==> config.mk <==
export PLATFORM = sky130hd
export DESIGN_NAME = mem_stage_lsu_flat
export DESIGN_NICKNAME = d
export VERILOG_FILES = /design/src/rtl/riscv_pkg.sv /design/src/rtl/mem_stage_lsu_if.sv /design/src/rtl/lsu_align.sv /design/src/rtl/mem_stage_lsu.sv /design/src/flat_wrapper.sv
export SDC_FILE = /design/constraint.sdc
export NUM_CORES = 1
export LEC_CHECK = 0
export CAP_MARGIN = 20
export CORE_AREA = 2 2 124 126
export DETAILED_ROUTE_END_ITERATION = 8
export DIE_AREA = 0 0 126 128
export PLACE_DENSITY = 0.75
export SLEW_MARGIN = 0
export SYNTH_ARGS = -nofsm -noshare
export SYNTH_HDL_FRONTEND = slang
export SYNTH_HIERARCHICAL = 1
export SYNTH_SLANG_ARGS = --single-unit
==> constraint.sdc <==
create_clock -name clk -period 4.75 [get_ports clk]
set_input_delay 0.95 -clock clk [delete_from_list [all_inputs] [get_ports clk]]
set_output_delay 0.95 -clock clk [all_outputs]
set_load 0.1 [all_outputs]
==> src/rtl/riscv_pkg.sv <==
// Shared definitions for the MEM stage: funct3 access-size codes, LSU FSM
// encoding and the default ack timeout.
package riscv_pkg;

    localparam logic [2:0] F3_B  = 3'b000;
    localparam logic [2:0] F3_H  = 3'b001;
    localparam logic [2:0] F3_W  = 3'b010;
    localparam logic [2:0] F3_BU = 3'b100;
    localparam logic [2:0] F3_HU = 3'b101;

    localparam int TIMEOUT_DEF = 16;

    typedef enum logic {
        ST_IDLE = 1'b0,
        ST_REQ  = 1'b1
    } lsu_state_e;

    typedef enum logic [1:0] {
        SZ_B = 2'd0,
        SZ_H = 2'd1,
        SZ_W = 2'd2
    } mem_size_e;

    // Codes outside the five defined ones fall back to a full-word access.
    function automatic mem_size_e size_of(input logic [2:0] f3);
        case (f3)
            F3_B, F3_BU: return SZ_B;
            F3_H, F3_HU: return SZ_H;
            F3_W:        return SZ_W;
            default:     return SZ_W;
        endcase
    endfunction

    function automatic logic is_unsigned(input logic [2:0] f3);
        return (f3 == F3_BU) || (f3 == F3_HU);
    endfunction

endpackage

==> src/rtl/mem_stage_lsu_if.sv <==
// Data-memory port of the MEM stage; the LSU is the master, the memory the slave.
// Handshake: dmem_req rises with addr/be/wdata/we valid and all of them stay
// stable until the cycle dmem_ack is high; dmem_ack is a one-cycle pulse that is
// only meaningful while dmem_req is high, and dmem_rdata is valid with it.
interface mem_stage_lsu_if;

    logic        dmem_req;
    logic        dmem_we;
    logic [31:0] dmem_addr;
    logic [3:0]  dmem_be;
    logic [31:0] dmem_wdata;
    logic        dmem_ack;
    logic [31:0] dmem_rdata;

    modport master (
        output dmem_req, dmem_we, dmem_addr, dmem_be, dmem_wdata,
        input  dmem_ack, dmem_rdata
    );

    modport slave (
        input  dmem_req, dmem_we, dmem_addr, dmem_be, dmem_wdata,
        output dmem_ack, dmem_rdata
    );

endinterface

==> src/rtl/lsu_align.sv <==
// Combinational lane logic: alignment check, byte enables, store-data
// replication and load extraction with sign/zero extension.
module lsu_align
    import riscv_pkg::*;
(
    input  logic [2:0]  funct3,
    input  logic [1:0]  addr_lo,
    input  logic [31:0] store_data,
    input  logic [31:0] load_word,
    output logic        aligned,
    output logic [3:0]  be,
    output logic [31:0] wdata,
    output logic [31:0] load_data
);

    mem_size_e   sz;
    logic        uns;
    logic [7:0]  byte_lane;
    logic [15:0] half_lane;

    always_comb begin
        sz        = size_of(funct3);
        uns       = is_unsigned(funct3);
        byte_lane = 8'(load_word >> {addr_lo, 3'b000});
        half_lane = 16'(load_word >> {addr_lo[1], 4'b0000});
        aligned   = 1'b1;
        be        = 4'hF;
        wdata     = store_data;
        load_data = load_word;
        case (sz)
            SZ_B: begin
                be        = 4'b0001 << addr_lo;
                wdata     = {4{store_data[7:0]}};
                load_data = uns ? {24'd0, byte_lane} : {{24{byte_lane[7]}}, byte_lane};
            end
            SZ_H: begin
                aligned   = ~addr_lo[0];
                be        = 4'b0011 << {addr_lo[1], 1'b0};
                wdata     = {2{store_data[15:0]}};
                load_data = uns ? {16'd0, half_lane} : {{16{half_lane[15]}}, half_lane};
            end
            default: begin
                aligned = (addr_lo == 2'b00);
            end
        endcase
    end

endmodule

==> src/rtl/mem_stage_lsu.sv <==
// MEM-stage load/store unit: data-memory access over req/ack with timeout,
// load alignment, branch resolution and the registered MEM/WB bundle.
module mem_stage_lsu
    import riscv_pkg::*;
#(
    parameter int TIMEOUT = TIMEOUT_DEF,
    parameter int CNT_W   = 5
) (
    input  logic            clk,
    input  logic            rst,
    input  logic            MEMMemtoReg_in,
    input  logic            MEMRegWrite_in,
    input  logic            MEMMemRead_in,
    input  logic            MEMMemWrite_in,
    input  logic            MEMBranch_in,
    input  logic            MEMZero_in,
    input  logic [31:0]     MEMADD_in,
    input  logic [31:0]     MEMALURes_in,
    input  logic [31:0]     MEMRd2_in,
    input  logic [2:0]      MEMFunct3_in,
    input  logic [4:0]      MEMRd_in,
    mem_stage_lsu_if.master mem_bus,
    output logic            stall,
    output logic            PCSrc,
    output logic [31:0]     BrTarget,
    output logic            WBMemtoReg,
    output logic            WBRegWrite,
    output logic [31:0]     WBReadData,
    output logic [31:0]     WBALURes,
    output logic [4:0]      WBRd,
    output logic            misalign,
    output logic            bus_err,
    output lsu_state_e      state_dbg
);

    localparam logic [CNT_W-1:0] CNT_LAST = CNT_W'(TIMEOUT - 1);

    lsu_state_e       state;
    logic [CNT_W-1:0] cnt;
    logic             is_memop;
    logic             aligned;
    logic             in_req;
    logic             issue;
    logic             timed_out;
    logic [3:0]       be;
    logic [31:0]      wdata;
    logic [31:0]      load_data;

    lsu_align u_align (
        .funct3     (MEMFunct3_in),
        .addr_lo    (MEMALURes_in[1:0]),
        .store_data (MEMRd2_in),
        .load_word  (mem_bus.dmem_rdata),
        .aligned    (aligned),
        .be         (be),
        .wdata      (wdata),
        .load_data  (load_data)
    );

    assign is_memop  = (MEMMemRead_in | MEMMemWrite_in) & ~MEMBranch_in;
    assign in_req    = (state == ST_REQ);
    assign issue     = ~in_req & is_memop & aligned;
    assign timed_out = in_req & ~mem_bus.dmem_ack & (cnt == CNT_LAST);

    // Gating with rst drops the request and stall the moment reset asserts,
    // even while the frozen EX/MEM entry still describes a memory op.
    assign mem_bus.dmem_req   = rst & (issue | in_req);
    assign mem_bus.dmem_we    = MEMMemWrite_in;
    assign mem_bus.dmem_addr  = {MEMALURes_in[31:2], 2'b00};
    assign mem_bus.dmem_be    = be;
    assign mem_bus.dmem_wdata = wdata;

    assign stall     = rst & (issue | (in_req & ~mem_bus.dmem_ack & ~timed_out));
    assign PCSrc     = MEMBranch_in & MEMZero_in;
    assign BrTarget  = MEMADD_in;
    assign state_dbg = state;

    always_ff @(posedge clk or negedge rst) begin
        if (!rst) begin
            state      <= ST_IDLE;
            cnt        <= '0;
            WBMemtoReg <= 1'b0;
            WBRegWrite <= 1'b0;
            WBReadData <= '0;
            WBALURes   <= '0;
            WBRd       <= '0;
            misalign   <= 1'b0;
            bus_err    <= 1'b0;
        end else begin
            misalign <= 1'b0;
            bus_err  <= 1'b0;
            case (state)
                ST_IDLE: begin
                    cnt        <= '0;
                    WBMemtoReg <= MEMMemtoReg_in;
                    WBReadData <= '0;
                    WBALURes   <= MEMALURes_in;
                    WBRd       <= MEMRd_in;
                    if (issue) begin
                        state      <= ST_REQ;
                        WBMemtoReg <= 1'b0;
                        WBRegWrite <= 1'b0;
                    end else if (is_memop) begin
                        misalign   <= 1'b1;
                        WBRegWrite <= 1'b0;
                    end else begin
                        WBRegWrite <= MEMRegWrite_in;
                    end
                end
                ST_REQ: begin
                    if (mem_bus.dmem_ack) begin
                        state      <= ST_IDLE;
                        cnt        <= '0;
                        WBMemtoReg <= MEMMemtoReg_in;
                        WBRegWrite <= MEMRegWrite_in & ~MEMMemWrite_in;
                        WBReadData <= MEMMemRead_in ? load_data : 32'd0;
                        WBALURes   <= MEMALURes_in;
                        WBRd       <= MEMRd_in;
                    end else if (timed_out) begin
                        state      <= ST_IDLE;
                        cnt        <= '0;
                        bus_err    <= 1'b1;
                        WBMemtoReg <= 1'b0;
                        WBRegWrite <= 1'b0;
                        WBReadData <= '0;
                        WBALURes   <= MEMALURes_in;
                        WBRd       <= MEMRd_in;
                    end else begin
                        // Bubble into WB while the access is outstanding.
                        cnt        <= cnt + 1'b1;
                        WBMemtoReg <= 1'b0;
                        WBRegWrite <= 1'b0;
                    end
                end
                default: state <= ST_IDLE;
            endcase
        end
    end

endmodule

==> src/flat_wrapper.sv <==
// flat-port wrapper written by rule: the top's interface ports become plain ports
module mem_stage_lsu_flat import riscv_pkg::*;
#(
    parameter int TIMEOUT = TIMEOUT_DEF,
    parameter int CNT_W   = 5
)
  (clk, rst, MEMMemtoReg_in, MEMRegWrite_in, MEMMemRead_in, MEMMemWrite_in, MEMBranch_in, MEMZero_in, MEMADD_in, MEMALURes_in, MEMRd2_in, MEMFunct3_in, MEMRd_in, stall, PCSrc, BrTarget, WBMemtoReg, WBRegWrite, WBReadData, WBALURes, WBRd, misalign, bus_err, state_dbg, mem_bus_dmem_req, mem_bus_dmem_we, mem_bus_dmem_addr, mem_bus_dmem_be, mem_bus_dmem_wdata, mem_bus_dmem_ack, mem_bus_dmem_rdata);
  mem_stage_lsu_if mem_bus_i ();
  input  logic clk;
  input  logic rst;
  input  logic MEMMemtoReg_in;
  input  logic MEMRegWrite_in;
  input  logic MEMMemRead_in;
  input  logic MEMMemWrite_in;
  input  logic MEMBranch_in;
  input  logic MEMZero_in;
  input  logic [31:0] MEMADD_in;
  input  logic [31:0] MEMALURes_in;
  input  logic [31:0] MEMRd2_in;
  input  logic [2:0] MEMFunct3_in;
  input  logic [4:0] MEMRd_in;
  output logic stall;
  output logic PCSrc;
  output logic [31:0] BrTarget;
  output logic WBMemtoReg;
  output logic WBRegWrite;
  output logic [31:0] WBReadData;
  output logic [31:0] WBALURes;
  output logic [4:0] WBRd;
  output logic misalign;
  output logic bus_err;
  output lsu_state_e state_dbg;
  output wire logic [$bits(mem_bus_i.dmem_req)-1:0] mem_bus_dmem_req;
  output wire logic [$bits(mem_bus_i.dmem_we)-1:0] mem_bus_dmem_we;
  output wire logic [$bits(mem_bus_i.dmem_addr)-1:0] mem_bus_dmem_addr;
  output wire logic [$bits(mem_bus_i.dmem_be)-1:0] mem_bus_dmem_be;
  output wire logic [$bits(mem_bus_i.dmem_wdata)-1:0] mem_bus_dmem_wdata;
  input wire logic [$bits(mem_bus_i.dmem_ack)-1:0] mem_bus_dmem_ack;
  input wire logic [$bits(mem_bus_i.dmem_rdata)-1:0] mem_bus_dmem_rdata;
  assign mem_bus_dmem_req = mem_bus_i.dmem_req;
  assign mem_bus_dmem_we = mem_bus_i.dmem_we;
  assign mem_bus_dmem_addr = mem_bus_i.dmem_addr;
  assign mem_bus_dmem_be = mem_bus_i.dmem_be;
  assign mem_bus_dmem_wdata = mem_bus_i.dmem_wdata;
  assign mem_bus_i.dmem_ack = mem_bus_dmem_ack;
  assign mem_bus_i.dmem_rdata = mem_bus_dmem_rdata;
  mem_stage_lsu #(.TIMEOUT(TIMEOUT), .CNT_W(CNT_W)) u_core (.clk(clk), .rst(rst), .MEMMemtoReg_in(MEMMemtoReg_in), .MEMRegWrite_in(MEMRegWrite_in), .MEMMemRead_in(MEMMemRead_in), .MEMMemWrite_in(MEMMemWrite_in), .MEMBranch_in(MEMBranch_in), .MEMZero_in(MEMZero_in), .MEMADD_in(MEMADD_in), .MEMALURes_in(MEMALURes_in), .MEMRd2_in(MEMRd2_in), .MEMFunct3_in(MEMFunct3_in), .MEMRd_in(MEMRd_in), .mem_bus(mem_bus_i), .stall(stall), .PCSrc(PCSrc), .BrTarget(BrTarget), .WBMemtoReg(WBMemtoReg), .WBRegWrite(WBRegWrite), .WBReadData(WBReadData), .WBALURes(WBALURes), .WBRd(WBRd), .misalign(misalign), .bus_err(bus_err), .state_dbg(state_dbg));
endmodule
==> results.py <==
metrics = {
    "status": {
        "status": "complete, no violations",
    },
    "drt": {
        "ant_nets": 0,
        "vias": 4010,
        "drc_errors": 0,
        "viasPerCell": 4.97,
        "wirelength_um": 16300,
        "firstDrtPassIters": 4,
        "wire_per_inst_um": 20.2,
        "drt_iter0_drc": 192,
    },
    "global_route": {
        "grt_pass1_vias": 4091,
        "overflow": 0,
        "grt_first_pass_wirelength_um": 24000,
        "grt_max_degree": 61,
        "track_usage_pct": 19.3,
        "antenna_found_initial": 1,
    },
    "timing": {
        "setup_viol": 0,
        "skew_ps": 11.8,
        "relSlewSlack_pct": 30.9,
        "period_needed_ps": 3810,
        "hold_viol_final": 0,
        "timing.final.crit_share_pct": 80.3,
        "max_slew.worst_pin.slew_ps": 1030,
        "grt_setup_unrepaired": "no",
        "maxSlewViolCount": 0,
        "fmax_ghz": 0.262,
        "fin_setup_tns_ps": 0,
    },
    "clock_network": {
        "clock_path_buffers": 2,
        "clk_pin_slew_ps": 50,
        "clock-root-buffer": "clkbuf_16",
        "cts_resized": 0,
        "clkLatencyLatePin_ps": 330,
        "cts_setup_buffers": 0,
        "htreeDepth": 3,
        "cts_sinks": 79,
        "cts_buffers": 9,
        "holdBufCountCts": 0,
        "cts_tree": "yes",
    },
    "synth": {
        "yosysSeqAreaShare_pct": 41.0,
        "synth_top_flop_cell": "dfrtp_1",
        "ys_ff_latch": 79,
        "synth_top_area_cell": "dfrtp_1",
        "postSynthAreaPerCell_um2": 11.0,
        "yosysMostFrequentCell": "dfrtp_1",
        "ys_top_cells_by_count": "dfrtp_1 (79), buf_4 (74), mux2_4 (37)",
        "synthTopCellsByArea": "dfrtp_1 (41%), buf_4 (12%), mux2_4 (12%)",
        "syn_inst": 437,
        "synth.distinct_cells": 49,
        "synthesis.area_um2": 4820,
        "synth_top_area_share_pct": 41.0,
        "synth_edf_count": 0,
        "yosys_warnings": 6,
        "async_flop_share_pct": 100,
    },
    "setup_path": {
        "critPathLaunchType": "primary input",
        "rr_endpoint": "u_core/WBALURes[28]$_DFFE_PN0P_",
        "ff2ff_setup_slack_ps": 2250,
        "critPathSlowestCell": "nor2b_1",
        "worst-path-max-fanout": 23,
        "path_delay_family": "simple AND/OR/NAND/NOR gates",
        "r2r_cells": 6,
        "critPathBufInv": 3,
        "critical_path_required_ps": 3800,
        "path_class": "primary input to output pin",
        "cp-end-kind": "output pin",
        "slowest_delay_ps": 530,
        "crit_arrival_ps": 2860,
        "cp_cell_sequence": "clkdlybuf4s50_1 > buf_4 > nor2b_1 > nor2_2 > or2_2 > buf_12",
        "reg2reg_from": "u_core/cnt[0]$_DFF_PN0_",
    },
    "power": {
        "seq_power_share_pct": 28.4,
        "leakage_nw": 3.28,
        "p_per_area_nw_per_um2": 358,
        "internal_power_w": 0.00150,
        "power.share.clock_pct": 28.6,
        "comb_power_share_pct": 42.9,
        "p_switching_w": 0.00110,
        "swShare_pct": 42.3,
        "ir_worst_vdd_v": 0.000157,
    },
    "hold_path": {
        "worstHoldStart": "u_core/cnt[0]$_DFF_PN0_",
        "min_path_type": "flip-flop to flip-flop",
        "hold-path-cell-count": 1,
        "min_to": "u_core/cnt[0]$_DFF_PN0_",
    },
    "final_layout": {
        "num-nets-final": 760,
        "finish.instance_area_um2": 7280,
        "area_growth_syn_to_layout_pct": 51.0,
        "drive_above_1_share_pct": 24.8,
        "fillers": 1361,
    },
    "floorplan": {
        "die_w_um": 126,
        "ios": 323,
        "num_rows": 45,
        "core-area_um2": 14900,
        "die-area_um2": 16100,
        "initial_core_util_pct": 32.4,
        "die_y_um": 128,
    },
    "flow_run": {
        "maxCapViolations": 0,
    },
    "placement": {
        "placed_cell_area_um2": 6950,
        "gp_congestion": 0.876,
        "io_buffer_count": 256,
        "dpl.hpwl_um": 12900,
    },
}
-- cell families (layout without fill, tap and decap cells) --
logic type / count (synthesis) / in the layout / share of synthesized area (%)
adder cells (fa/ha/maj): 2 / 2 / 0.519
XOR/XNOR: 1 / 1 / 0.182
flip-flops: 79 / 79 / 41.0
other: 1 / 3 / 0.0778
buffers and inverters: 105 / 285 / 16.0
multiplexers: 68 / 68 / 18.5
AND/OR/NAND/NOR: 86 / 86 / 9.00
AO/OA/AOI/OAI: 95 / 95 / 14.8
-- how the worst max path moves through the flow --
stage / end / startpoint / cells past startpoint
after global placement: mem_bus_dmem_be[2] / MEMFunct3_in[0] / 6
after detailed placement: mem_bus_dmem_be[2] / MEMFunct3_in[0] / 6
after CTS: mem_bus_dmem_be[2] / MEMFunct3_in[0] / 6
after global routing: mem_bus_dmem_be[2] / MEMFunct3_in[0] / 6
after floorplan: mem_bus_dmem_req / MEMFunct3_in[1] / 5
final: mem_bus_dmem_be[2] / MEMFunct3_in[0] / 6
-- metal layers --
layer	global-route usage (%)	share of wire, %
met3	6.09	8.6
met5	0	0
met2	37.4	54
met1	18.8	33
met4	8.27	3.6
-- area by class of cell --
type	count	area [um^2]	share of cell area, %
multi-input cells	254	2090	28.7
diodes	1	2.50	0.0344
clock inverters	7	97.6	1.34
flip-flops and latches	79	1980	27.2
repair buffers	264	2640	36.2
inverters	5	18.8	0.258
well taps	188	235	3.23
clock buffers	9	225	3.09
-- registers in the layout, summed over array words and instances (netlist names) --
signal,flops
u_core/WBALURes,32
u_core/WBReadData,32
u_core/WBRd,5
u_core/cnt,5
u_core/WBRegWrite,1
u_core/WBMemtoReg,1
u_core/state_dbg,1
u_core/bus_err,1
u_core/misalign,1
-- power by group through the flow --
stage / clock network (W) / registers, W / logic (W)
2_1_floorplan: 0 / 0.00105 / 0.000640
3_3_place_gp: 0 / 0.000750 / 0.00111
3_5_place_dp: 0 / 0.000752 / 0.00112
4_1_cts: 0.000767 / 0.000740 / 0.00112
5_1_grt: 0.000795 / 0.000745 / 0.00115
6_report: 0.000746 / 0.000740 / 0.00112
-- metrics by stage --
step / power, W / worst slack [ps] / std cells / utilization [%] / hold WS [ps]
global route: 0.00269 / 831 / 807 / 49.0 / 504
floorplan: 0.00169 / 55.0 / 438 / - / 432
finish: 0.00260 / 938 / 807 / 49.0 / 490
global placement: 0.00186 / 1030 / 790 / 46.8 / 441
CTS: 0.00263 / 949 / 806 / 49.0 / 478
detailed placement: 0.00187 / 953 / 790 / 46.8 / 472
-- placed cells by master, fill, tap and decap left out, types with 3 or more instances in the layout --
cell,n
clkdlybuf4s50_1,198
dfrtp_1,79
buf_4,52
mux2_4,37
nand2_1,33
a22o_1,33
nor2_1,23
mux2_2,21
a21oi_1,19
o21ai_0,17
buf_12,13
mux2i_1,10
clkbuf_16,9
a221o_1,8
nand2b_1,7
a22oi_1,7
inv_1,5
o21bai_1,3
-- worst reg2reg max path, stage by stage (launching register included) --
cell	delay, ps
dfrtp_1	410
ha_1	240
and3_1	190
ha_1	250
or3b_2	520
buf_4	350
mux2_4	420
Power figures use the tool's default switching activity.
